<file path="src/rtl/load_store_unit.sv">
`default_nettype none
// ============================================================================
// Module      : load_store_unit
// Description : Multi-cycle load/store unit between the execute stage and a
//               byte-enabled, word-wide data bus with wait states. Loads
//               return sign/zero-extended data. Stores return a completion.
//               Misaligned or illegal accesses are answered with an error
//               and never reach the bus.
// Option      : LSU_TIMEOUT_EN - when defined, an access that waits
//               TIMEOUT_CYCLES bus cycles without an ack is aborted with an
//               error response.
// Ports       : clk, rst_n          - clock (rising edge), async active-low reset
//               i_req_*             - request from core (valid/ready handshake)
//               o_rsp_*             - one-cycle response pulse, data and error
//               o_bus_*, i_bus_*    - data-memory bus (req held until ack)
// Revision    : 1.0 - initial release
// ============================================================================
module load_store_unit #(
  parameter int TIMEOUT_CYCLES = 255
) (
  input  logic        clk,
  input  logic        rst_n,
  input  logic        i_req_valid,
  output logic        o_req_ready,
  input  logic        i_req_we,
  input  logic [2:0]  i_req_funct3,
  input  logic [31:0] i_req_addr,
  input  logic [31:0] i_req_wdata,
  output logic        o_rsp_valid,
  output logic [31:0] o_rsp_rdata,
  output logic        o_rsp_err,
  output logic        o_bus_req,
  output logic        o_bus_we,
  output logic [31:0] o_bus_addr,
  output logic [31:0] o_bus_wdata,
  output logic [3:0]  o_bus_be,
  input  logic        i_bus_ack,
  input  logic [31:0] i_bus_rdata
);

  localparam logic [1:0] S_IDLE = 2'd0;
  localparam logic [1:0] S_BUS  = 2'd1;
  localparam logic [1:0] S_RESP = 2'd2;

  // Out-of-range values leave the design functional but are not meaningful.
  if (TIMEOUT_CYCLES < 1 || TIMEOUT_CYCLES > 65535) begin : g_timeout_range_bad
  end

  logic [1:0]  r_state;
  logic [1:0]  w_next;
  logic        r_we;
  logic [29:0] r_addr;
  logic [3:0]  r_be;
  logic [31:0] r_wdata;
  logic [2:0]  r_funct3;
  logic [1:0]  r_off;
  logic [31:0] r_rdata;
  logic        r_err;

  logic        w_illegal;
  logic        w_misalign;
  logic        w_req_err;
  logic [3:0]  w_be;
  logic [31:0] w_wdata;
  logic [7:0]  w_byte;
  logic [15:0] w_half;
  logic [31:0] w_ext;
  logic        w_timeout;

  // --------------------------------------------------------------------------
  // Request decode: legality, alignment, store lane mapping
  // --------------------------------------------------------------------------
  always_comb begin
    // Stores allow only B/H/W; loads additionally allow BU/HU.
    w_illegal  = i_req_we ? (i_req_funct3[2] || (i_req_funct3[1:0] == 2'b11))
                          : ((i_req_funct3[1:0] == 2'b11) || (i_req_funct3 == 3'b110));
    w_misalign = ((i_req_funct3[1:0] == 2'b01) && i_req_addr[0]) ||
                 ((i_req_funct3[1:0] == 2'b10) && (i_req_addr[1:0] != 2'b00));
    w_req_err  = w_illegal || w_misalign;

    w_be    = 4'b1111;
    w_wdata = 32'd0;
    if (i_req_we) begin
      case (i_req_funct3[1:0])
        2'b00: begin
          w_be    = 4'b0001 << i_req_addr[1:0];
          w_wdata = {4{i_req_wdata[7:0]}};
        end
        2'b01: begin
          w_be    = i_req_addr[1] ? 4'b1100 : 4'b0011;
          w_wdata = {2{i_req_wdata[15:0]}};
        end
        default: begin
          w_be    = 4'b1111;
          w_wdata = i_req_wdata;
        end
      endcase
    end
  end

  // --------------------------------------------------------------------------
  // Load extraction from the returned bus word
  // --------------------------------------------------------------------------
  always_comb begin
    case (r_off)
      2'd0:    w_byte = i_bus_rdata[7:0];
      2'd1:    w_byte = i_bus_rdata[15:8];
      2'd2:    w_byte = i_bus_rdata[23:16];
      default: w_byte = i_bus_rdata[31:24];
    endcase
    w_half = r_off[1] ? i_bus_rdata[31:16] : i_bus_rdata[15:0];

    case (r_funct3)
      3'b000:  w_ext = {{24{w_byte[7]}}, w_byte};
      3'b001:  w_ext = {{16{w_half[15]}}, w_half};
      3'b010:  w_ext = i_bus_rdata;
      3'b100:  w_ext = {24'd0, w_byte};
      3'b101:  w_ext = {16'd0, w_half};
      default: w_ext = 32'd0;
    endcase
    if (r_we) begin
      w_ext = 32'd0;
    end
  end

  // --------------------------------------------------------------------------
  // Optional bus wait timeout
  // --------------------------------------------------------------------------
`ifdef LSU_TIMEOUT_EN
  localparam logic [15:0] c_TIMEOUT_LAST = 16'(TIMEOUT_CYCLES - 1);
  logic [15:0] r_cnt;

  // r_cnt counts completed no-ack BUS cycles, so comparing against LIMIT-1
  // aborts at the end of the TIMEOUT_CYCLES-th wait cycle.
  always_ff @(posedge clk or negedge rst_n) begin
    if (!rst_n) begin
      r_cnt <= 16'd0;
    end else if (r_state != S_BUS) begin
      r_cnt <= 16'd0;
    end else if (!i_bus_ack) begin
      r_cnt <= r_cnt + 16'd1;
    end
  end

  assign w_timeout = (r_state == S_BUS) && (r_cnt == c_TIMEOUT_LAST);
`else
  assign w_timeout = 1'b0;
`endif

  // --------------------------------------------------------------------------
  // FSM: state register
  // --------------------------------------------------------------------------
  always_ff @(posedge clk or negedge rst_n) begin
    if (!rst_n) begin
      r_state <= S_IDLE;
    end else begin
      r_state <= w_next;
    end
  end

  // --------------------------------------------------------------------------
  // FSM: next state
  // --------------------------------------------------------------------------
  always_comb begin
    w_next = r_state;
    case (r_state)
      S_IDLE: begin
        if (i_req_valid) begin
          w_next = w_req_err ? S_RESP : S_BUS;
        end
      end
      S_BUS: begin
        // An ack always wins over a simultaneous timeout.
        if (i_bus_ack || w_timeout) begin
          w_next = S_RESP;
        end
      end
      S_RESP:  w_next = S_IDLE;
      default: w_next = S_IDLE;
    endcase
  end

  // --------------------------------------------------------------------------
  // Transaction datapath registers
  // --------------------------------------------------------------------------
  always_ff @(posedge clk or negedge rst_n) begin
    if (!rst_n) begin
      r_we     <= 1'b0;
      r_addr   <= 30'd0;
      r_be     <= 4'd0;
      r_wdata  <= 32'd0;
      r_funct3 <= 3'd0;
      r_off    <= 2'd0;
      r_rdata  <= 32'd0;
      r_err    <= 1'b0;
    end else begin
      if ((r_state == S_IDLE) && i_req_valid) begin
        r_we     <= i_req_we;
        r_addr   <= i_req_addr[31:2];
        r_be     <= w_be;
        r_wdata  <= w_wdata;
        r_funct3 <= i_req_funct3;
        r_off    <= i_req_addr[1:0];
        r_rdata  <= 32'd0;
        r_err    <= w_req_err;
      end else if (r_state == S_BUS) begin
        if (i_bus_ack) begin
          r_rdata <= w_ext;
          r_err   <= 1'b0;
        end else if (w_timeout) begin
          r_rdata <= 32'd0;
          r_err   <= 1'b1;
        end
      end
    end
  end

  // --------------------------------------------------------------------------
  // FSM: outputs (bus and response fields are zero outside their states)
  // --------------------------------------------------------------------------
  always_comb begin
    o_req_ready = 1'b0;
    o_rsp_valid = 1'b0;
    o_rsp_rdata = 32'd0;
    o_rsp_err   = 1'b0;
    o_bus_req   = 1'b0;
    o_bus_we    = 1'b0;
    o_bus_addr  = 32'd0;
    o_bus_wdata = 32'd0;
    o_bus_be    = 4'd0;
    case (r_state)
      S_IDLE: o_req_ready = 1'b1;
      S_BUS: begin
        o_bus_req   = 1'b1;
        o_bus_we    = r_we;
        o_bus_addr  = {r_addr, 2'b00};
        o_bus_wdata = r_wdata;
        o_bus_be    = r_be;
      end
      S_RESP: begin
        o_rsp_valid = 1'b1;
        o_rsp_rdata = r_rdata;
        o_rsp_err   = r_err;
      end
      default: o_req_ready = 1'b0;
    endcase
  end

endmodule
`default_nettype wire

</file>
<file path="config.mk">
export PLATFORM = sky130hd
export DESIGN_NAME = load_store_unit
export DESIGN_NICKNAME = d
export VERILOG_FILES = /design/src/rtl/load_store_unit.sv
export SDC_FILE = /design/constraint.sdc
export NUM_CORES = 1
export LEC_CHECK = 0
export ABC_AREA = 1
export BUFFER_PORTS_ARGS = -buffer_cell sky130_fd_sc_hd__buf_2
export CORE_UTILIZATION = 54
export CTS_CLUSTER_DIAMETER = 200
export DETAILED_ROUTE_END_ITERATION = 6
export PLACE_DENSITY = 0.86
export RECOVER_POWER = 50
export SLEW_MARGIN = 0
export SYNTH_ARGS = -nofsm -noshare
export SYNTH_HDL_FRONTEND = slang
export SYNTH_SLANG_ARGS = --single-unit
</file>
<file path="constraint.sdc">
create_clock -name clk -period 3.5 [get_ports clk]
set_input_delay 0.875 -clock clk [delete_from_list [all_inputs] [get_ports clk]]
set_output_delay 0.875 -clock clk [all_outputs]
set_load 0.005 [all_outputs]
</file>
==> flow_summary.ini <==
[logic_synthesis]
ys.flop_type = dfrtp_1
avgSynthCellArea_um2 = 6.850
netlist_area_um2 = 5891
yosys_warnings = 0
synth_top_family_by_area = simple AND/OR/NAND/NOR gates
synth_simple_gate_area_share_pct = 32.20
yosys_register_bits = 107
synth_cells = 860
synth_mux_area_share_pct = 0
synth_cell_types = 27
ys_seq_area_share_pct = 45.45
synth_compound_area_share_pct = 9.303
synth-edff-count = 0
yosys.area_share.adder_pct = 0
synthArstFlopShare_pct = 100.0
synth_xor_area_share_pct = 0

[setup_path]
crit_top_cell = nand2_1
worstPathMaxFanout = 32
crit_slowest_cell = nand2_1
worstSetupPathType = primary input to flop
start_kind = primary input
path_cells = clkbuf_1, nand2_1, inv_4, nand2_1, clkinv_2, nand2_1, o21ai_0
path_delay_family = simple AND/OR/NAND/NOR gates
slowest_delay_ns = 0.71
required_ns = 3.73
end_kind = flop
crit_arrival_ns = 3.05
path_buf_inv = 3

[clock_network]
htree_levels = 3
cts_tree = yes
worstSkewPairLatency_ns = 0.36
root_buffer = clkbuf_8
cts-resized-gates = 0
cts_hold_buf = 0
clock-sinks = 107
post_cts_buffers = 0
cts_buffers = 9
clk_path_buf_depth = 2
clk_pin_slew_ns = 0.09

[final_layout]
fin_area_um2 = 7058
utilization_pct = 67.46
nets = 1143
final_common_cell = nand2_1
syn2layout_area_growth_pct = 19.82
nFillCells = 957
diodes = 0
layout_common_cells = 254 x nand2_1, 201 x buf_2, 152 x nor2_1, 122 x inv_1, 107 x dfrtp_1
drive_gt1_share_pct = 22.44

[timing]
hold_viol = 0
maxSlewViolCount = 0
fin_skew_ns = 0.01640
rsz0062_at_grt = no
fmax_ghz = 0.3549
post-route-period-util_pct = 80.51
finalCriticalPeriod_ns = 2.818
setup_viol = 0
finalSetupTns_ns = 0
tightestPinTransition_ns = 1.318
relSlewSlack_pct = 12.16

[drt]
ant_nets = 0
routed_wl_mm = 15.67
vias_per_cell = 5.113
drt_first_pass_iters = 5
drt_iter0_drc = 556
vias = 6028
drc_errors = 0
routedWlPerCell_um = 13.29

[floorplan]
coreArea_um2 = 10460
initial_core_util_pct = 56.30
die_area_um2 = 11330
die_h_um = 106.4
die_w_um = 106.4
num_rows = 37
io_pins = 209

[place]
postPlaceCellArea_um2 = 6879
gp_congestion = 0.8591
hpwl_mm = 11.38
port_buffers = 206

[pwr]
p_total_w = 0.003473
max-vdd-ir-drop_uv = 287.8
pwr_density_cell_nw_per_um2 = 492.0
leakagePower_nw = 4.049

[global_route]
grt_pass1_wl_mm = 25.49
grt_usage_pct = 28.38
grt_pass1_vias = 5541
grt_max_degree = 57
overflow = 0
antenna_found_initial = 0

[run]
max-cap-violations = 0

[run_status]
status = complete, no violations

[worst_hold_path]
hp-class = flop to flop
## layout make-up
cell class / count / area, um^2 / area share [%]
Clock buffer: 10 / 127.6 / 1.808
Clock inverter: 5 / 78.83 / 1.117
Tap cell: 136 / 170.2 / 2.411
Timing Repair Buffer: 212 / 1084 / 15.35
Multi-Input combinational cell: 580 / 2432 / 34.46
Sequential cell: 107 / 2678 / 37.94
Inverter: 129 / 488.0 / 6.914
## cell families after synthesis
family / Yosys count
AND/OR/NAND/NOR: 473
buffers and inverters: 174
flip-flops: 107
AO/OA/AOI/OAI: 105
other: 1
## state kept, by name, indices dropped and copies added (netlist names)
register and count:
r_rdata 32, r_wdata 32, r_addr 30, r_be 4
r_funct3 3, r_off 2, r_state 2, r_err 1
r_we 1
## routing by layer
metal	vias up	global-route usage [%]	routed length, um
met3	29	5.150	1408
met1	2733	36.97	6388
met2	307	46.85	7569
met4	0	11.45	300
met5	-	0	0
li1	2959	-	-
## through the flow
stage / cells / hold slack [ns] / setup WS, ns
2_1_floorplan: 861 / 0.4488 / 1.583
5_1_grt: 1179 / 0.5066 / 0.4682
3_3_place_gp: 1164 / 0.4618 / 1.087
6_report: 1179 / 0.4866 / 0.6823
4_1_cts: 1179 / 0.4908 / 0.7413
3_5_place_dp: 1164 / 0.4661 / 1.019
## worst reg2reg max path, stage by stage (launching register included)
cell and delay, ns:
dfrtp_1 0.42, nor2_1 0.15, nand2_1 0.58, inv_4 0.52, nand2_1 0.46, clkinv_2 0.27
nand2_1 0.09, o21ai_0 0.14
## report_power, final
group | total, W | internal (W) | switching [W] | leakage (nW)
registers | 0.00158 | 0.00146 | 0.000117 | 1.38
logic | 0.00108 | 0.000364 | 0.000712 | 2.56
clock network | 0.000817 | 0.000399 | 0.000418 | 0.106
total | 0.00347 | 0.00223 | 0.00125 | 4.05
## worst paths after layout
| kind | startpoint | end | slack [ns] | cells after the start |
|---|---|---|---|---|
| min reg2reg | r_rdata[21]$_DFFE_PN0P_ | r_rdata[21]$_DFFE_PN0P_ | 0.49 | 2 |
| max | i_req_valid | r_wdata[14]$_DFFE_PN0P_ | 0.68 | 7 |
| min | r_rdata[21]$_DFFE_PN0P_ | r_rdata[21]$_DFFE_PN0P_ | 0.49 | 2 |
| min in group asynchronous | rst_n | r_wdata[27]$_DFFE_PN0P_ | 0.80 | 1 |
| max reg2reg | r_state[1]$_DFFE_PN0P_ | r_wdata[14]$_DFFE_PN0P_ | 0.80 | 7 |
| max in group asynchronous | rst_n | r_addr[12]$_DFFE_PN0P_ | 1.79 | 2 |
## synthesized netlist by cell type, types with 2 or more instances
cell      count  area share, %
buf_2        17            1.4
or2_2         2           0.21
dfrtp_1     107             45
buf_1         3           0.19
inv_2         3           0.19
o22ai_1      16            1.7
buf_4         9            1.1
inv_1       122            7.8
a21oi_1      27            2.3
nand3_1      52            4.4
clkinv_1      2           0.13
nand2_2       4           0.42
nor2_1      150            9.6
clkbuf_1      9           0.57
nand2_1     252             16
nor3_1        8           0.68
o21ai_0      45            3.8
nor2_4        2           0.38
o21ai_1      16            1.4
buf_6         7            1.3
(Power assumes the default switching activity.)
